==> src/rtl/gate_pair_sequencer_if.sv <==
// Test-vector stream into the gate-pair sequencer: one {b, c, b1, c1} vector per valid/ready handshake.
interface gate_pair_sequencer_if;
  typedef struct packed {
    logic b;
    logic c;
    logic b1;
    logic c1;
  } vec_t;

  logic vec_valid;
  logic vec_ready;
  vec_t vec_data;
  logic vec_last;

  modport master (output vec_valid, output vec_data, output vec_last, input vec_ready);
  modport slave  (input vec_valid, input vec_data, input vec_last, output vec_ready);
endinterface

==> src/rtl/gate_pair_sequencer.sv <==
// Drives vectors into the AND/OR gate-pair cell, waits SETTLE_CYC, samples and checks a/a1.
// Latency: handshake cycle to res_valid = SETTLE_CYC+2 cycles; one vector per SETTLE_CYC+3 cycles.
// Backpressure: vec_ready only in FETCH; abort returns to IDLE from any busy state.
module gate_pair_sequencer #(
  parameter int SETTLE_CYC = 4,
  parameter int CNT_W      = 8
) (
  input  logic                 clk,
  input  logic                 rst,
  input  logic                 start,
  input  logic                 abort,
  gate_pair_sequencer_if.slave vec,
  output logic                 drv_b,
  output logic                 drv_c,
  output logic                 drv_b1,
  output logic                 drv_c1,
  input  logic                 dut_a,
  input  logic                 dut_a1,
  output logic                 res_valid,
  output logic                 res_a,
  output logic                 res_a1,
  output logic                 res_match,
  output logic                 busy,
  output logic                 done,
  output logic [CNT_W-1:0]     vec_cnt,
  output logic [CNT_W-1:0]     err_cnt
);
  localparam int TMR_W = (SETTLE_CYC > 1) ? $clog2(SETTLE_CYC) : 1;

  typedef enum logic [2:0] {IDLE, FETCH, SETTLE, SAMPLE, REPORT, DONE} state_t;

  state_t           state;
  logic [TMR_W-1:0] timer;
  logic             last_q;
  logic             cell_ok;

  // drv_* hold the accepted vector until the next acceptance, so they double as the reference.
  assign cell_ok = (dut_a == (drv_b & drv_c)) && (dut_a1 == (drv_b1 | drv_c1));

  always_ff @(posedge clk) begin
    if (rst) begin
      state         <= IDLE;
      timer         <= '0;
      last_q        <= 1'b0;
      vec.vec_ready <= 1'b0;
      drv_b         <= 1'b0;
      drv_c         <= 1'b0;
      drv_b1        <= 1'b0;
      drv_c1        <= 1'b0;
      res_valid     <= 1'b0;
      res_a         <= 1'b0;
      res_a1        <= 1'b0;
      res_match     <= 1'b0;
      busy          <= 1'b0;
      done          <= 1'b0;
      vec_cnt       <= '0;
      err_cnt       <= '0;
    end else begin
      res_valid <= 1'b0;
      done      <= 1'b0;
      if (abort && state != IDLE) begin
        state         <= IDLE;
        vec.vec_ready <= 1'b0;
        busy          <= 1'b0;
        {drv_b, drv_c, drv_b1, drv_c1} <= 4'b0000;
      end else begin
        case (state)
          IDLE: begin
            if (start && !abort) begin
              state         <= FETCH;
              vec.vec_ready <= 1'b1;
              busy          <= 1'b1;
              vec_cnt       <= '0;
              err_cnt       <= '0;
              res_a         <= 1'b0;
              res_a1        <= 1'b0;
              res_match     <= 1'b0;
            end
          end
          FETCH: begin
            if (vec.vec_valid && vec.vec_ready) begin
              {drv_b, drv_c, drv_b1, drv_c1} <= vec.vec_data;
              last_q        <= vec.vec_last;
              timer         <= TMR_W'(SETTLE_CYC - 1);
              vec.vec_ready <= 1'b0;
              state         <= SETTLE;
            end
          end
          SETTLE: begin
            if (timer == '0) state <= SAMPLE;
            else             timer <= timer - TMR_W'(1);
          end
          SAMPLE: begin
            res_a     <= dut_a;
            res_a1    <= dut_a1;
            res_match <= cell_ok;
            vec_cnt   <= vec_cnt + CNT_W'(1);
            if (!cell_ok && err_cnt != {CNT_W{1'b1}}) err_cnt <= err_cnt + CNT_W'(1);
            res_valid <= 1'b1;
            state     <= REPORT;
          end
          REPORT: begin
            if (last_q) begin
              done  <= 1'b1;
              state <= DONE;
            end else begin
              vec.vec_ready <= 1'b1;
              state         <= FETCH;
            end
          end
          DONE: begin
            busy  <= 1'b0;
            state <= IDLE;
          end
          default: state <= IDLE;
        endcase
      end
    end
  end
endmodule

==> src/flat_wrapper.sv <==
// flat-port wrapper written by rule: the top's interface ports become plain ports
module gate_pair_sequencer_flat 
#(
  parameter int SETTLE_CYC = 4,
  parameter int CNT_W      = 8
)
  (clk, rst, start, abort, drv_b, drv_c, drv_b1, drv_c1, dut_a, dut_a1, res_valid, res_a, res_a1, res_match, busy, done, vec_cnt, err_cnt, vec_vec_valid, vec_vec_data, vec_vec_last, vec_vec_ready);
  gate_pair_sequencer_if vec_i ();
  input  logic clk;
  input  logic rst;
  input  logic start;
  input  logic abort;
  output logic drv_b;
  output logic drv_c;
  output logic drv_b1;
  output logic drv_c1;
  input  logic dut_a;
  input  logic dut_a1;
  output logic res_valid;
  output logic res_a;
  output logic res_a1;
  output logic res_match;
  output logic busy;
  output logic done;
  output logic [CNT_W-1:0] vec_cnt;
  output logic [CNT_W-1:0] err_cnt;
  input wire logic [$bits(vec_i.vec_valid)-1:0] vec_vec_valid;
  input wire logic [$bits(vec_i.vec_data)-1:0] vec_vec_data;
  input wire logic [$bits(vec_i.vec_last)-1:0] vec_vec_last;
  output wire logic [$bits(vec_i.vec_ready)-1:0] vec_vec_ready;
  assign vec_i.vec_valid = vec_vec_valid;
  assign vec_i.vec_data = vec_vec_data;
  assign vec_i.vec_last = vec_vec_last;
  assign vec_vec_ready = vec_i.vec_ready;
  gate_pair_sequencer #(.SETTLE_CYC(SETTLE_CYC), .CNT_W(CNT_W)) u_core (.clk(clk), .rst(rst), .start(start), .abort(abort), .vec(vec_i), .drv_b(drv_b), .drv_c(drv_c), .drv_b1(drv_b1), .drv_c1(drv_c1), .dut_a(dut_a), .dut_a1(dut_a1), .res_valid(res_valid), .res_a(res_a), .res_a1(res_a1), .res_match(res_match), .busy(busy), .done(done), .vec_cnt(vec_cnt), .err_cnt(err_cnt));
endmodule
==> config.mk <==
export PLATFORM = sky130hd
export DESIGN_NAME = gate_pair_sequencer_flat
export DESIGN_NICKNAME = d
export VERILOG_FILES = /design/src/rtl/gate_pair_sequencer_if.sv /design/src/rtl/gate_pair_sequencer.sv /design/src/flat_wrapper.sv
export SDC_FILE = /design/constraint.sdc
export NUM_CORES = 1
export LEC_CHECK = 0
export CORE_ASPECT_RATIO = 1.5
export CORE_UTILIZATION = 45
export DETAILED_ROUTE_END_ITERATION = 8
export PLACE_DENSITY = 0.76
export SLEW_MARGIN = 40
export SYNTH_ARGS = -nofsm -noshare
export SYNTH_HDL_FRONTEND = slang
export SYNTH_SLANG_ARGS = --single-unit
export TNS_END_PERCENT = 10
==> constraint.sdc <==
create_clock -name clk -period 3.16 [get_ports clk]
set_clock_uncertainty 0.1 [all_clocks]
set_input_delay 0.316 -clock clk [delete_from_list [all_inputs] [get_ports clk]]
set_output_delay 0.316 -clock clk [all_outputs]
set_load 0.01 [all_outputs]
==> results.md <==
- F_max: roughly 540 MHz
- Yosys warnings: 0
- Slew Limit Fails: 0
- Setup violators final: 0
- Syn Inst Count: 184
- Startpoint Class: primary input
- Post-route DRC: 0
- Clock Sinks: 33
- Total placed cells including tap cells: roughly 260
- Die height: around 75 um
- Static leakage: roughly 0.00075 uW
- Max FO, Critical Path: 3
- First-pass GRT wire length: around 6000 um
- Vias post-DR: about 1,500
- Asr flop ratio synth: 0%
- Iter 0 DRT Violations: 34
- Final setup TNS: 0 ns
- Number of enable flip-flop cells after synthesis: 0
- Vias/cell: roughly 5.6
- Die Area: a little under 4000 um^2
- Outcome: finished, final reports clean
- Final ANT Viol Nets: 0
- Starting Density: a little under half
- Root Buffer: clkbuf_8
- IO Port Bufs: 38
- CTS hold repair buffers: 0
- Layout cells sized above 1: between 10% and 20%
- Non-filler cells, final: approximately 270
- Synth area leader: dfxtp_1
- Critical Path End Type: flop
- Netlist cell types: between 40 and 50
- Final Hold Viols: 0
- Clock Path Buffers: 2
- Flops & latches, synth: 33
- Rows: 26
- Num CTS Buffers: 5
- Required time worst endpoint: about 3.2 ns
- Grt ovf: 0
- Min Hold Slack: about 0.37 ns
- Clock Latency Late Sink: ~0.28 ns
- Worst-Margin Slew: ~0.53 ns
- Reg clk slew, reported paths: 0.07 ns
- Power per cell area: 395.7 nW/um^2
- Post-Syn Area: between 1500 and 2000 um^2
- DR pass1 iterations: 5
- Die Wd: 50.98 um
- WS Path Type: in -> reg
- Top cells by area, synth: dfxtp_1, a21oi_1, nor2_1
- DR WL/cell: ~14 um
- Register area share after synthesis: between 40% and 50%
- CORE AREA: 3416 um^2
- # Post-CTS Setup Buffers: 0
- Worst rel slew slack: 64.38%
- Area growth syn-to-layout: 30.53%
- Fin crit period: roughly 1.9 ns
- Synth top area share: 40.80%
- Fin crit share: between 50 and 60%
- Vias in the first global route: approximately 1,400
- Post-CTS sizing: 0
- Post-Syn Area per Cell: a little under 9 um^2
- Mapped Nets: 199
- Peak VDD IR: around 0.00034 V
- Ant diodes: 0
- Total wire length: roughly 3700 um
- Antenna violations before repair: 0
- Unrepaired setup endpoints after global routing: false
- DP Wirelength: ~2700 um
- Total GRT Usage: between 20% and 30%
- Gp weighted congestion: just under 0.8
- Worst Path Arrival: slightly below 2 ns
- Fin util: roughly three fifths
- Type of the worst min-delay path: reg -> reg
- Boundary pin count: 39
- Max cap viols: 0
- CTS tree: done
- Final Net Count: about 240
- Main synth FF type: dfxtp_1
- Pin count of the biggest net entering global routing: 15
- Tot Pwr: ~840 uW
- CTS HTree Levels: 2
flip-flops by register name, indices dropped and copies added, names as in the netlist, 2 cells and up:
signal          count
u_core.vec_cnt      8
u_core.timer        2
u_core.err_cnt      8
u_core.state        3
final cells by class:
class | count | area, um^2
Tap cell | 42 | 52.55
Multi-Input combinational cell | 136 | 877.1
Clock buffer | 7 | 96.34
Timing Repair Buffer | 39 | 387.9
Clock inverter | 1 | 5.005
Fill cell | 322 | 1303
Sequential cell | 33 | 660.6
Inverter | 9 | 33.78
where the power goes:
group          leakage, uW  switching [uW]  total [uW]  internal [uW]
clock network    0.0000542             146         343            197
logic             0.000433            34.2        67.4           33.2
registers         0.000266            5.50         426            421
total             0.000754             186         836            651
worst max-delay path, stage by stage:
cell and delay (ns):
clkdlybuf4s50_1 0.45, and3_1 0.23, o22a_1 0.24, nor4bb_1 0.46, o21a_1 0.17, o31ai_1 0.06
per-stage QoR:
step	cell area [um^2]	setup slack, ns
floorplan	1619	1.606
global placement	2012	1.133
detailed placement	2012	1.099
CTS	2113	1.300
global route	2113	1.178
finish	2113	1.304
synth_stat cells (4+ instances only):
cell / instances
dfxtp_1: 33
inv_1: 9
o21a_1: 4
nand4_1: 5
a211oi_1: 4
and3_1: 4
a21oi_1: 14
mux2i_1: 5
nand2_1: 15
o21ai_0: 6
nor3_1: 9
xor2_1: 6
nand3_1: 11
nor2_1: 16
routing by layer:
layer	global-route usage, %	share of wire, %	wire [um]
met5	0	0	0
met4	11.11	2.3	85
met3	4.591	2.7	98
met2	39.33	54	1989
met1	22.47	40	1479
kinds of logic after synthesis:
kind of cell,synth area share (%)
fa+ha+maj,2.319
mux,3.091
buf+inv,5.023
xor+xnor,3.246
compound gates,21.25
flops,40.80
simple gates,24.27
cell usage in the layout (no fill, tap or decap), types with 2 or more instances in the layout:
cell              n
clkdlybuf4s50_1  38
dfxtp_1          33
nor2_1           16
nand2_1          15
a21oi_1          14
nand3_1          11
inv_1             9
nor3_1            9
clkbuf_8          7
xor2_1            6
o21ai_0           6
nand4_1           5
mux2i_1           5
o21a_1            4
and3_1            4
a211oi_1          4
o31ai_1           3
a31oi_1           3
ha_1              3
or2_2             2
a21o_1            2
path summary, 6_finish.rpt:
| kind | from | end | slack, ns | depth (start not counted) |
|---|---|---|---|---|
| worst max-delay path | dut_a | u_core.err_cnt[5]$_SDFFE_PP0P_ | 1.30 | 6 |
| worst min register to register | u_core.res_a$_SDFFE_PP0P_ | u_core.res_a$_SDFFE_PP0P_ | 0.37 | 2 |
| worst min-delay path | u_core.res_a$_SDFFE_PP0P_ | u_core.res_a$_SDFFE_PP0P_ | 0.37 | 2 |
| worst max register to register | u_core.state[1]$_SDFFE_PP0P_ | u_core.err_cnt[1]$_SDFFE_PP0P_ | 1.31 | 4 |
(Power assumes the default switching activity.)
